===== config.mk =====
export PLATFORM = sky130hd
export DESIGN_NAME = inst_fetch_ctrl_flat
export DESIGN_NICKNAME = d
export VERILOG_FILES = /design/src/rtl/fetch_pkg.sv /design/src/rtl/inst_fetch_ctrl_if.sv /design/src/rtl/inst_fetch_ctrl_next_pc.sv /design/src/rtl/inst_fetch_ctrl.sv /design/src/flat_wrapper.sv
export SDC_FILE = /design/constraint.sdc
export NUM_CORES = 1
export LEC_CHECK = 0
export ABC_CLOCK_PERIOD_IN_PS = 3500
export BUFFER_PORTS_ARGS = -buffer_cell sky130_fd_sc_hd__buf_2
export CAP_MARGIN = 20
export CORE_MARGIN = 2
export CORE_UTILIZATION = 35
export DETAILED_ROUTE_END_ITERATION = 8
export PLACE_DENSITY_LB_ADDON = 0.12
export REMOVE_ABC_BUFFERS = 1
export SYNTH_ARGS = -nofsm -noshare
export SYNTH_HDL_FRONTEND = slang
export SYNTH_SLANG_ARGS = --single-unit

===== constraint.sdc =====
create_clock -name clk -period 3.5 [get_ports clk]
set_input_delay 0.35 -clock clk [delete_from_list [all_inputs] [get_ports clk]]
set_output_delay 0.35 -clock clk [all_outputs]
set_load 0.03 [all_outputs]

===== src/rtl/fetch_pkg.sv =====
// Shared types and default widths for the instruction-fetch controller, decoder and bench.
package fetch_pkg;

    localparam int unsigned A   = 10;
    localparam int unsigned W   = 9;
    localparam int unsigned OFS = 6;
    localparam int unsigned CW  = 16;

    typedef enum logic [1:0] {
        ST_IDLE = 2'd0,
        ST_RUN  = 2'd1,
        ST_DONE = 2'd2
    } state_e;

    typedef enum logic [1:0] {
        PC_SEQ    = 2'd0,
        PC_JUMP   = 2'd1,
        PC_BRANCH = 2'd2,
        PC_START  = 2'd3
    } pc_sel_e;

    // Sign-extend a relative branch offset to address width.
    function automatic logic [A-1:0] sext_ofs(input logic [OFS-1:0] ofs);
        return {{(A-OFS){ofs[OFS-1]}}, ofs};
    endfunction

endpackage


===== src/rtl/inst_fetch_ctrl_if.sv =====
// Control, redirect and ROM signals between the fetch controller and its environment.
interface fetch_if;
    import fetch_pkg::*;

    logic           start;
    logic [A-1:0]   start_addr;
    logic           stall;
    logic           halt;
    logic           branch_taken;
    logic [OFS-1:0] branch_ofs;
    logic           jump;
    logic [A-1:0]   jump_addr;
    logic [A-1:0]   inst_address;
    logic [W-1:0]   inst_in;
    logic [W-1:0]   inst_out;
    logic [A-1:0]   ir_pc;
    logic           inst_valid;
    logic           busy;
    logic           done;
    logic [CW-1:0]  cycle_count;

    modport master (
        output start, start_addr, stall, halt, branch_taken, branch_ofs,
               jump, jump_addr, inst_in,
        input  inst_address, inst_out, ir_pc, inst_valid, busy, done, cycle_count
    );

    modport slave (
        input  start, start_addr, stall, halt, branch_taken, branch_ofs,
               jump, jump_addr, inst_in,
        output inst_address, inst_out, ir_pc, inst_valid, busy, done, cycle_count
    );

endinterface


===== src/rtl/inst_fetch_ctrl_next_pc.sv =====
// Combinational next-PC select: sequential, absolute jump, relative branch or start address.
module next_pc
    import fetch_pkg::*;
(
    input  pc_sel_e        sel,
    input  logic [A-1:0]   pc,
    input  logic [A-1:0]   ir_pc,
    input  logic [A-1:0]   jump_addr,
    input  logic [A-1:0]   start_addr,
    input  logic [OFS-1:0] branch_ofs,
    output logic [A-1:0]   npc_c
);

    // All arithmetic is A-bit so both increment and branch wrap naturally.
    always_comb begin
        npc_c = pc + A'(1);
        case (sel)
            PC_JUMP:   npc_c = jump_addr;
            PC_BRANCH: npc_c = ir_pc + sext_ofs(branch_ofs);
            PC_START:  npc_c = start_addr;
            default:   npc_c = pc + A'(1);
        endcase
    end

endmodule


===== src/rtl/inst_fetch_ctrl.sv =====
// Instruction-fetch controller: PC sequencing, instruction register, redirects, stall and run counter.
module inst_fetch_ctrl
    import fetch_pkg::*;
(
    input  logic  clk,
    input  logic  rst,
    fetch_if.slave bus
);

    state_e         state;
    state_e         state_nxt;

    logic [A-1:0]   pc;
    logic [W-1:0]   ir;
    logic [A-1:0]   ir_pc;
    logic           inst_valid;
    logic           busy;
    logic           done;
    logic [CW-1:0]  cycle_count;

    logic           pc_load;
    pc_sel_e        pc_sel;
    logic           ir_load;
    logic           valid_clr;
    logic           cnt_clr;
    logic           cnt_inc;
    logic [A-1:0]   npc_c;

    // State register
    always_ff @(posedge clk or posedge rst) begin
        if (rst) state <= ST_IDLE;
        else     state <= state_nxt;
    end

    // Next-state logic; redirects only count when they refer to a live instruction
    always_comb begin
        state_nxt = state;
        case (state)
            ST_IDLE, ST_DONE: if (bus.start) state_nxt = ST_RUN;
            ST_RUN: if (!bus.stall && inst_valid && bus.halt) state_nxt = ST_DONE;
            default: state_nxt = ST_IDLE;
        endcase
    end

    // Datapath control, priority halt > jump > branch > sequential
    always_comb begin
        pc_load   = 1'b0;
        pc_sel    = PC_SEQ;
        ir_load   = 1'b0;
        valid_clr = 1'b0;
        cnt_clr   = 1'b0;
        cnt_inc   = 1'b0;
        case (state)
            ST_IDLE, ST_DONE: begin
                if (bus.start) begin
                    pc_load   = 1'b1;
                    pc_sel    = PC_START;
                    valid_clr = 1'b1;
                    cnt_clr   = 1'b1;
                end
            end
            ST_RUN: begin
                cnt_inc = 1'b1;
                if (!bus.stall) begin
                    if (inst_valid && bus.halt) begin
                        valid_clr = 1'b1;
                    end else if (inst_valid && bus.jump) begin
                        pc_load   = 1'b1;
                        pc_sel    = PC_JUMP;
                        valid_clr = 1'b1;
                    end else if (inst_valid && bus.branch_taken) begin
                        pc_load   = 1'b1;
                        pc_sel    = PC_BRANCH;
                        valid_clr = 1'b1;
                    end else begin
                        pc_load = 1'b1;
                        ir_load = 1'b1;
                    end
                end
            end
            default: ;
        endcase
    end

    next_pc u_next_pc (
        .sel        (pc_sel),
        .pc         (pc),
        .ir_pc      (ir_pc),
        .jump_addr  (bus.jump_addr),
        .start_addr (bus.start_addr),
        .branch_ofs (bus.branch_ofs),
        .npc_c      (npc_c)
    );

    // PC, IR, status flags and saturating run counter
    always_ff @(posedge clk or posedge rst) begin
        if (rst) begin
            pc          <= '0;
            ir          <= '0;
            ir_pc       <= '0;
            inst_valid  <= 1'b0;
            busy        <= 1'b0;
            done        <= 1'b0;
            cycle_count <= '0;
        end else begin
            if (pc_load) pc <= npc_c;
            if (ir_load) begin
                ir         <= bus.inst_in;
                ir_pc      <= pc;
                inst_valid <= 1'b1;
            end else if (valid_clr) begin
                inst_valid <= 1'b0;
            end
            busy <= (state_nxt == ST_RUN);
            done <= (state_nxt == ST_DONE);
            if (cnt_clr)                          cycle_count <= '0;
            else if (cnt_inc && cycle_count != '1) cycle_count <= cycle_count + CW'(1);
        end
    end

    assign bus.inst_address = pc;
    assign bus.inst_out     = ir;
    assign bus.ir_pc        = ir_pc;
    assign bus.inst_valid   = inst_valid;
    assign bus.busy         = busy;
    assign bus.done         = done;
    assign bus.cycle_count  = cycle_count;

endmodule


===== src/flat_wrapper.sv =====
// flat-port wrapper written by rule: the top's interface ports become plain ports
module inst_fetch_ctrl_flat import fetch_pkg::*;
  (clk, rst, bus_start, bus_start_addr, bus_stall, bus_halt, bus_branch_taken, bus_branch_ofs, bus_jump, bus_jump_addr, bus_inst_in, bus_inst_address, bus_inst_out, bus_ir_pc, bus_inst_valid, bus_busy, bus_done, bus_cycle_count);
  fetch_if bus_i ();
  input  logic clk;
  input  logic rst;
  input wire logic [$bits(bus_i.start)-1:0] bus_start;
  input wire logic [$bits(bus_i.start_addr)-1:0] bus_start_addr;
  input wire logic [$bits(bus_i.stall)-1:0] bus_stall;
  input wire logic [$bits(bus_i.halt)-1:0] bus_halt;
  input wire logic [$bits(bus_i.branch_taken)-1:0] bus_branch_taken;
  input wire logic [$bits(bus_i.branch_ofs)-1:0] bus_branch_ofs;
  input wire logic [$bits(bus_i.jump)-1:0] bus_jump;
  input wire logic [$bits(bus_i.jump_addr)-1:0] bus_jump_addr;
  input wire logic [$bits(bus_i.inst_in)-1:0] bus_inst_in;
  output wire logic [$bits(bus_i.inst_address)-1:0] bus_inst_address;
  output wire logic [$bits(bus_i.inst_out)-1:0] bus_inst_out;
  output wire logic [$bits(bus_i.ir_pc)-1:0] bus_ir_pc;
  output wire logic [$bits(bus_i.inst_valid)-1:0] bus_inst_valid;
  output wire logic [$bits(bus_i.busy)-1:0] bus_busy;
  output wire logic [$bits(bus_i.done)-1:0] bus_done;
  output wire logic [$bits(bus_i.cycle_count)-1:0] bus_cycle_count;
  assign bus_i.start = bus_start;
  assign bus_i.start_addr = bus_start_addr;
  assign bus_i.stall = bus_stall;
  assign bus_i.halt = bus_halt;
  assign bus_i.branch_taken = bus_branch_taken;
  assign bus_i.branch_ofs = bus_branch_ofs;
  assign bus_i.jump = bus_jump;
  assign bus_i.jump_addr = bus_jump_addr;
  assign bus_i.inst_in = bus_inst_in;
  assign bus_inst_address = bus_i.inst_address;
  assign bus_inst_out = bus_i.inst_out;
  assign bus_ir_pc = bus_i.ir_pc;
  assign bus_inst_valid = bus_i.inst_valid;
  assign bus_busy = bus_i.busy;
  assign bus_done = bus_i.done;
  assign bus_cycle_count = bus_i.cycle_count;
  inst_fetch_ctrl u_core (.clk(clk), .rst(rst), .bus(bus_i));
endmodule

==> run summary, run 1 <==
The path type of the worst min-delay path is in2reg. The floorplan step set the die height to 94.4 um. Counting every sink on the clock net gives 50. In this run the horizontal extent of the chip is 94.4 um. The synthesis-to-layout area growth was 24.6%; the pre-CTS setup slack was 1.16 ns. The logs give 7840 um for the total wire length after detailed routing and 5 for the CTS buffer count. Setup repair after global routing left no endpoint under its margin.

The final number of max-transition violations is 0, and the number of buffers added on ports is 89. The first global-routing pass estimated 12700 um of wire. After global routing the overflow that remains totals 0. After synthesis, the cell types taking the most area are sky130_fd_sc_hd__dfrtp_1, sky130_fd_sc_hd__nand2_1, sky130_fd_sc_hd__ha_1, sky130_fd_sc_hd__nor2_1, sky130_fd_sc_hd__o21ai_0. The final hold violation count was 0; the number of antenna violations at the first check in global routing was 0.

The mean routed wirelength per cell was 14.8 um. The first-pass detailed-route iteration total came out at 4. The synthesized area divided by synthesized cell count is 8.59 um2, and the share of synthesized area occupied by flip-flops and latches is 0.437.

The tools report the starting utilization of the core area as 0.367. The worst clock skew is 0.00733 ns. The cell area that synthesis handed to floorplanning was 2860 um2. Pin placement for this block handled 90 I/O pins. In the synthesized netlist the dominant register cell turns out to be sky130_fd_sc_hd__dfrtp_1.

Yosys instantiated no cell more often than sky130_fd_sc_hd__nand2_1. VDD sags by at most 0.000330 V. The worst path needs 2.30 ns of the cycle, external delays included.

The die covers 8920 um2. No sink is reached through more buffers than the 2 on the longest clock path. After floorplanning, the core was divided into 32 placement rows. TritonCTS built the clock tree. Number of global-route vias before repair: 2575. Of all nets on the critical path, the largest fanout is 13. Buffers added to address setup during post-CTS repair amount to 0. By count the netlist is led by sky130_fd_sc_hd__nand2_1, sky130_fd_sc_hd__dfrtp_1, sky130_fd_sc_hd__nor2_1. The run gives 0 as the post-route DRC violation count. Yosys printed 0 warnings. The later pin in the worst-skew pair is clocked with a latency of 0.30 ns. The required time at the worst-slack endpoint is 3.67 ns. The number of cells produced by synthesis was 333; the relative slew slack was 0.588. The setup path with the least slack is of type reg2reg. The run gives 2729 as the total via count in the routed design. Clock root buffer master: sky130_fd_sc_hd__clkbuf_8. Power spread over the standard cell area amounts to 880 nW/um2.

The fraction of layout cells with a size suffix above 1 came out at 0.260. Clock-pin slew was measured on the worst setup and hold paths at 0.10 ns. Top cell type by total area after synthesis: sky130_fd_sc_hd__dfrtp_1. The detailed router finished its first iteration with 111 violations. The net count of the finished layout is 480.

Proportion of register bits with asynchronous set or reset after synthesis: 1.00. The flow ran to the end, and the final reports show no timing, DRC or antenna violations. Across the run, the number of max-cap violations was 0. The floorplan step defined a core boundary enclosing 7810 um2. The average vias per placed instance is 5.16, and the number of H-tree levels is 2. The run gives 0 ns as the setup TNS after final layout.

The number of antenna repair diodes came out at 0. The part of the cycle the worst path needs was 0.656; the maximum number of pins on one net before global-route repair was 40. For the arrival time of data at the critical path endpoint, the log shows 2.47 ns. In this run, synthesis produced a sequential element count of 50. Based on the critical path, the design can be clocked at up to 0.435 GHz. Counting flops with a built-in enable in the synthesized netlist gives 0. In this run the static leakage power is 1.76 nW. The worst setup path is launched from a flip-flop. For the weighted congestion reported at the end of routability-driven placement, the log shows 0.782. STA classifies the critical path endpoint as a flip-flop.

The run gives 5960 um as the detailed-placement wirelength estimate. Setup violations remaining at the end of the flow were counted as 0. The fraction of post-synthesis cell area in the top cell type by area is 0.437.

The count of fill cells added during filler insertion was 798; the remaining number of nets flagged by the antenna check after routing was 0. The worst path meets setup with 1.20 ns of slack. At the pin with the least slew margin, the transition time is 0.610 ns. The number of library cell types mapped by synthesis was 51. The tools report the overall fraction of global-route tracks in use as 0.183.
[what timing repair did]
item,4_1_cts,5_1_grt
endpoints found under the hold margin,11,0
hold buffers,1,0
gates resized for setup,0,0
endpoints found under the setup margin,0,0
[cell usage in the layout, fill, tap and decap left out, types with 3 or more instances in the layout]
cell type / n
sky130_fd_sc_hd__clkbuf_8: 5
sky130_fd_sc_hd__buf_2: 89
sky130_fd_sc_hd__nand2b_1: 6
sky130_fd_sc_hd__nor3_1: 6
sky130_fd_sc_hd__nor2_1: 30
sky130_fd_sc_hd__a2bb2oi_1: 3
sky130_fd_sc_hd__a31oi_1: 4
sky130_fd_sc_hd__a21boi_0: 3
sky130_fd_sc_hd__a211oi_1: 6
sky130_fd_sc_hd__or3_1: 3
sky130_fd_sc_hd__nand2_1: 78
sky130_fd_sc_hd__o22ai_1: 5
sky130_fd_sc_hd__inv_1: 7
sky130_fd_sc_hd__o21ai_0: 20
sky130_fd_sc_hd__and3_1: 5
sky130_fd_sc_hd__nand3_1: 13
sky130_fd_sc_hd__dfrtp_1: 50
sky130_fd_sc_hd__nand4_1: 4
sky130_fd_sc_hd__o311ai_1: 3
sky130_fd_sc_hd__xnor2_1: 5
sky130_fd_sc_hd__ha_1: 11
sky130_fd_sc_hd__a221o_1: 3
sky130_fd_sc_hd__a21oi_1: 19
sky130_fd_sc_hd__buf_4: 6
sky130_fd_sc_hd__xor2_1: 8
[cell families after synthesis]
kind of cell	share of synthesized area
simple gates	0.245
flops	0.437
fa+ha+maj	0.0551
buf+inv	0.0284
xor+xnor	0.0398
compound gates	0.191
mux	0.00350
[path summary, 6_finish.rpt]
path / start / endpoint / slack [ns] / depth (start not counted)
max: u_core.state[0] / u_core.bus.inst_address[5] / 1.20 / 6
min: bus_inst_in[1] / u_core.bus.inst_out[1] / 0.23 / 3
max reg2reg: u_core.state[0] / u_core.bus.inst_address[5] / 1.20 / 6
min reg2reg: u_core.bus.inst_out[5] / u_core.bus.inst_out[5] / 0.49 / 2
max in group asynchronous: rst / u_core.bus.inst_address[9] / 2.46 / 4
min in group asynchronous: rst / u_core.bus.inst_out[6] / 0.54 / 3
[where the power goes]
part	switching (mW)	internal (mW)
logic	1.14	0.582
clock network	0.193	0.214
registers	0.212	0.792
[critical path: stages (launching register included)]
cell and delay (ns):
sky130_fd_sc_hd__dfrtp_1 0.44, sky130_fd_sc_hd__or3b_4 0.43, sky130_fd_sc_hd__o21ai_2 0.34, sky130_fd_sc_hd__nand2_1 0.40
sky130_fd_sc_hd__buf_4 0.31, sky130_fd_sc_hd__nor2_1 0.16, sky130_fd_sc_hd__a211oi_1 0.09
[metrics by stage]
stage / utilization / cell area (um2) / instances / power, mW / hold slack (ns)
after global routing: 0.457 / 3560 / 529 / 3.38 / 0.228
after floorplan: - / 2810 / 322 / 2.19 / 0.455
after detailed placement: 0.442 / 3450 / 520 / 2.74 / 0.326
after global placement: 0.439 / 3430 / 519 / 2.73 / 0.463
after CTS: 0.457 / 3560 / 529 / 3.16 / 0.226
final: 0.457 / 3560 / 529 / 3.14 / 0.230
[per-layer routing]
metal | track usage | part of all wire
met3 | 0.0439 | 0.062
met4 | 0.0556 | 0.011
met2 | 0.276 | 0.43
met5 | 0 | 0
met1 | 0.261 | 0.50
[final cells by class]
cell class                      instances  area [um2]  area share
Multi-Input combinational cell        264        1530       0.429
Sequential cell                        50        1250       0.351
Timing Repair Buffer                   97         520       0.146
Tap cell                              102         128      0.0358
Clock buffer                            7        76.3      0.0214
Clock inverter                          1        30.0     0.00842
Inverter                                8        30.0     0.00842
[state kept, by name (all words and copies together) (netlist names)]
| name | count |
|---|---|
| u_core.bus.ir_pc | 10 |
| u_core.bus.inst_out | 9 |
| u_core.bus.inst_address | 10 |
| u_core.bus.inst_valid | 1 |
| u_core.bus.done | 1 |
| u_core.state | 2 |
| u_core.bus.cycle_count | 16 |
| u_core.bus.busy | 1 |
No activity file was read; power rests on OpenSTA's default activity.
==> run 2: changes to the inputs <==
- ABC_CLOCK_PERIOD_IN_PS: 3500 -> 2150
- clock period: 3.5 -> 2.15 ns (I/O delays scaled with it)
==> run 2 against run 1 <==
Net effect: sequential cell count unchanged; count of clock-buffer cells in the layout fell by 1; clock power grew 48%; largest cell class unchanged; largest power group unchanged; clock skew is 0.00095 ns higher; register-to-register slack got worse by 1.2 ns; first-iteration DRC count decreased by 35%; design area up 2.9%; hold slack worse by 0.15 ns; non-clock buffer count grew 11; via count grew 1.4%; die area is the same.
==> run summary, run 2 (synthesis gave the netlist of run 1 again) <==
The internal cell power is 2.64 mW (was 1.59 mW), and the die outline height is 94.4 um (unchanged). The run gives 0.00827 ns (was 0.00733 ns) as the worst clock skew. The tools report the count of fill cells added during filler insertion as 783 (was 798). The sequential standard cell area is 1250 um2 (unchanged). For the remaining number of nets flagged by the antenna check after routing, the log shows 0 (unchanged). For the arrival time of data at the critical path endpoint, the log shows 2.36 ns (was 2.47 ns). The flip-flop count of the largest register after layout works out to 16 (unchanged). The reg-to-reg critical path endpoint was u_core.bus.inst_address[6] (was u_core.bus.inst_address[5]). The final cell count without fillers was 540 (was 529). The tools report the starting DRC count in detailed routing as 72 (was 111).

The leakage dissipation was 1.81 nW (was 1.76 nW). Slew at the pin with the worst max-slew slack: 0.554 ns (was 0.610 ns). The synthesis-to-layout area growth came out at 28.2% (was 24.6%). The end of the critical path was u_core.bus.inst_address[6] (was u_core.bus.inst_address[5]).

The starting utilization of the core area was 0.367 (unchanged); the largest voltage drop on the vdd net was 0.000680 V (was 0.000330 V). The logs give 0.31 ns (was 0.30 ns) for the clock insertion delay at the later pin of the skew report and 8920 um2 (unchanged) for the die outline area. The logs give 491 (was 480) for the layout net count and 1560 um2 (was 1530 um2) for the area of the multi-input gates. The logs give 2 (unchanged) for the number of H-tree levels and 0.185 (was 0.183) for the overall fraction of global-route tracks in use. The CTS buffer count is 5 (unchanged), and the global-route wire length before repair is 13000 um (was 12700 um). The net load switching power was 2.59 mW (was 1.55 mW); the total global routing overflow was 0 (unchanged). The tools report the total number of clock tree sinks as 50 (unchanged). The register name with the most flops was u_core.bus.cycle_count (unchanged). For the weighted congestion reported at the end of routability-driven placement, the log shows 0.821 (was 0.782). The launch point of the worst path is u_core.bus.ir_pc[0] (was u_core.state[0]). The maximum buffer depth of the clock tree was 2 (unchanged).

The fraction of layout cells with a size suffix above 1 came out at 0.299 (was 0.260). The clock slew seen by the registers of the worst setup and hold paths was 0.10 ns (about the same); the number of global-route vias before repair was 2644 (was 2575). The combinational group share of total power is 0.572 (was 0.550), and the maximum fanout along the worst path is 3 (was 13).

The path type of the worst min-delay path was in2reg (unchanged). The power density normalized to cell area was 1420 nW/um2 (was 880 nW/um2). Startpoint-to-endpoint class of the critical path: reg2reg (unchanged). The number of antenna violations at the first check in global routing was 0 (unchanged); the number of cell instances on the worst register-to-register path was 9 (was 6).

The tools report the proportion of power drawn by the clock network as 0.115 (was 0.130). Final worst-path setup slack: 0.00284 ns (was 1.20 ns). The logs give 0.313 (was 0.320) for the sequential fraction of design power and 32 (unchanged) for the number of standard-cell rows in the floorplan. The library cell contributing the largest single delay on the critical path is sky130_fd_sc_hd__dfrtp_1 (unchanged).

The most frequent standard cell in the layout excluding fill and tap cells was sky130_fd_sc_hd__buf_2 (unchanged). Commonest cells after routing, fill and taps aside: sky130_fd_sc_hd__buf_2, sky130_fd_sc_hd__nand2_1, sky130_fd_sc_hd__dfrtp_1 (unchanged). The max-cap violation count came out at 0 (unchanged).

The tools report the post-route DRC violation count as 0 (unchanged). TritonCTS built the clock tree. The tools report the number of ports placed on the die boundary as 90 (unchanged). The net switching fraction of the power was 0.495 (was 0.493); the final instance area was 3670 um2 (was 3560 um2). The pre-CTS setup slack was -0.00329 ns (was 1.16 ns); the required time at the worst-slack endpoint was 2.36 ns (was 3.67 ns). The tools report the setup TNS after final layout as 0 ns (unchanged). The register-to-register path setup slack is 0.003 ns (was 1.20 ns), and the final critical-path required period is 2.15 ns (was 2.30 ns). The tools report the startpoint type of the worst setup path as a flip-flop (unchanged). The tools report the first-pass detailed-route iteration total as 4 (unchanged). Part of the cycle the worst path needs: 0.999 (was 0.656). Final number of setup-violating endpoints: 0 (unchanged). The run finished with clean final reports. The die outline width came out at 94.4 um (unchanged). The tools report the endpoint type of the worst setup path as a flip-flop (unchanged). For the highest clock rate, the log shows 0.466 GHz (was 0.435 GHz). Setup repair after global routing could not meet its margin everywhere. Final hold violation count: 0 (unchanged). The mean routed wirelength per cell came out at 14.9 um (was 14.8 um). The clock root buffer master is sky130_fd_sc_hd__clkbuf_8 (unchanged). The run gives 0.470 (was 0.457) as the utilization after layout. The maximum number of pins on one net before global-route repair was 28 (was 40). The depth of the worst hold-timing path works out to 3 (unchanged). CP Cell Sequence: ha_2 -> inv_2 -> fa_2 -> nor2b_2 -> o31a_1 -> o22ai_2 -> o311ai_2 -> a31oi_1 -> a311oi_1 (was or3b_4 -> o21ai_2 -> nand2_1 -> buf_4 -> nor2_1 -> a211oi_1). The number of buffers added on ports was 89 (unchanged); the total wire length after detailed routing was 8040 um (was 7840 um). The beginning of the worst register-to-register path was u_core.bus.ir_pc[0] (was u_core.state[0]). The standard cell area after detailed placement is 3510 um2 (was 3450 um2), and the placeable core region is 7810 um2 (unchanged). For the total via count in the routed design, the log shows 2767 (was 2729).

The total placed cells including tap cells was 528 (was 520); the number of antenna repair diodes was 0 (unchanged). The largest stage delay on the critical path is 0.37 ns (was 0.44 ns), and the detailed-placement wirelength estimate is 5910 um (was 5960 um). The relative slew slack came out at 0.630 (was 0.588). The average vias per placed instance was 5.12 (was 5.16); the final number of max-transition violations was 0 (unchanged).
## run 2: layout make-up
class / instances / share of cell area
Clock inverter: 2 / 0.00341
Inverter: 8 / 0.00818
Timing Repair Buffer: 108 / 0.164
Multi-Input combinational cell: 264 / 0.426
Clock buffer: 6 / 0.0225
Sequential cell: 50 / 0.341
Tap cell: 102 / 0.0348
## run 2: how the worst min path moves through the flow
stage | start | endpoint | slack, ns
after detailed placement | rst | u_core.bus.cycle_count[0] | 0.30
after CTS | bus_inst_in[8] | u_core.bus.inst_out[8] | 0.07
after floorplan | bus_inst_in[0] | u_core.bus.inst_out[0] | 0.32
after global placement | rst | u_core.bus.cycle_count[0] | 0.30
final | bus_inst_in[2] | u_core.bus.inst_out[2] | 0.08
after global routing | bus_inst_in[0] | u_core.bus.inst_out[0] | 0.08
## run 2: metrics by stage
step	power (mW)	hold slack, ns
after floorplan	3.57	0.320
after global placement	4.52	0.303
after detailed placement	4.55	0.302
after CTS	5.19	0.0732
after global routing	5.66	0.0841
final	5.23	0.0792
## run 2: timing repair
action	in CTS	in global routing
pin swaps	2	6
buffers inserted	2	1
endpoints found under the hold margin	23	0
hold buffers	1	0
cloned	0	0
resized for setup	0	9
setup endpoints to repair	1	17
## run 2: critical path: cells and delay by family (launching register included)
kind	cells	cell delay, ns
fa+ha+maj	2	0.57
flops	1	0.37
compound gates	5	0.94
simple gates	1	0.13
buf+inv	1	0.04
## run 2: power by group through the flow
stage	Sequential (mW)	Clock (mW)	Combinational, mW
2_1_floorplan	2.23	0	1.33
3_3_place_gp	1.64	0	2.88
3_5_place_dp	1.64	0	2.91
4_1_cts	1.62	0.623	2.94
5_1_grt	1.69	0.659	3.31
6_report	1.63	0.602	2.99
## run 2: metal layers
| metal | part of all wire | global-route usage | up-vias |
|---|---|---|---|
| met2 | 0.46 | 0.299 | 77 |
| met3 | 0.058 | 0.0431 | 7 |
| met1 | 0.47 | 0.252 | 1299 |
| met5 | 0 | 0 | - |
| li1 | - | - | 1384 |
| met4 | 0.010 | 0.0471 | 0 |
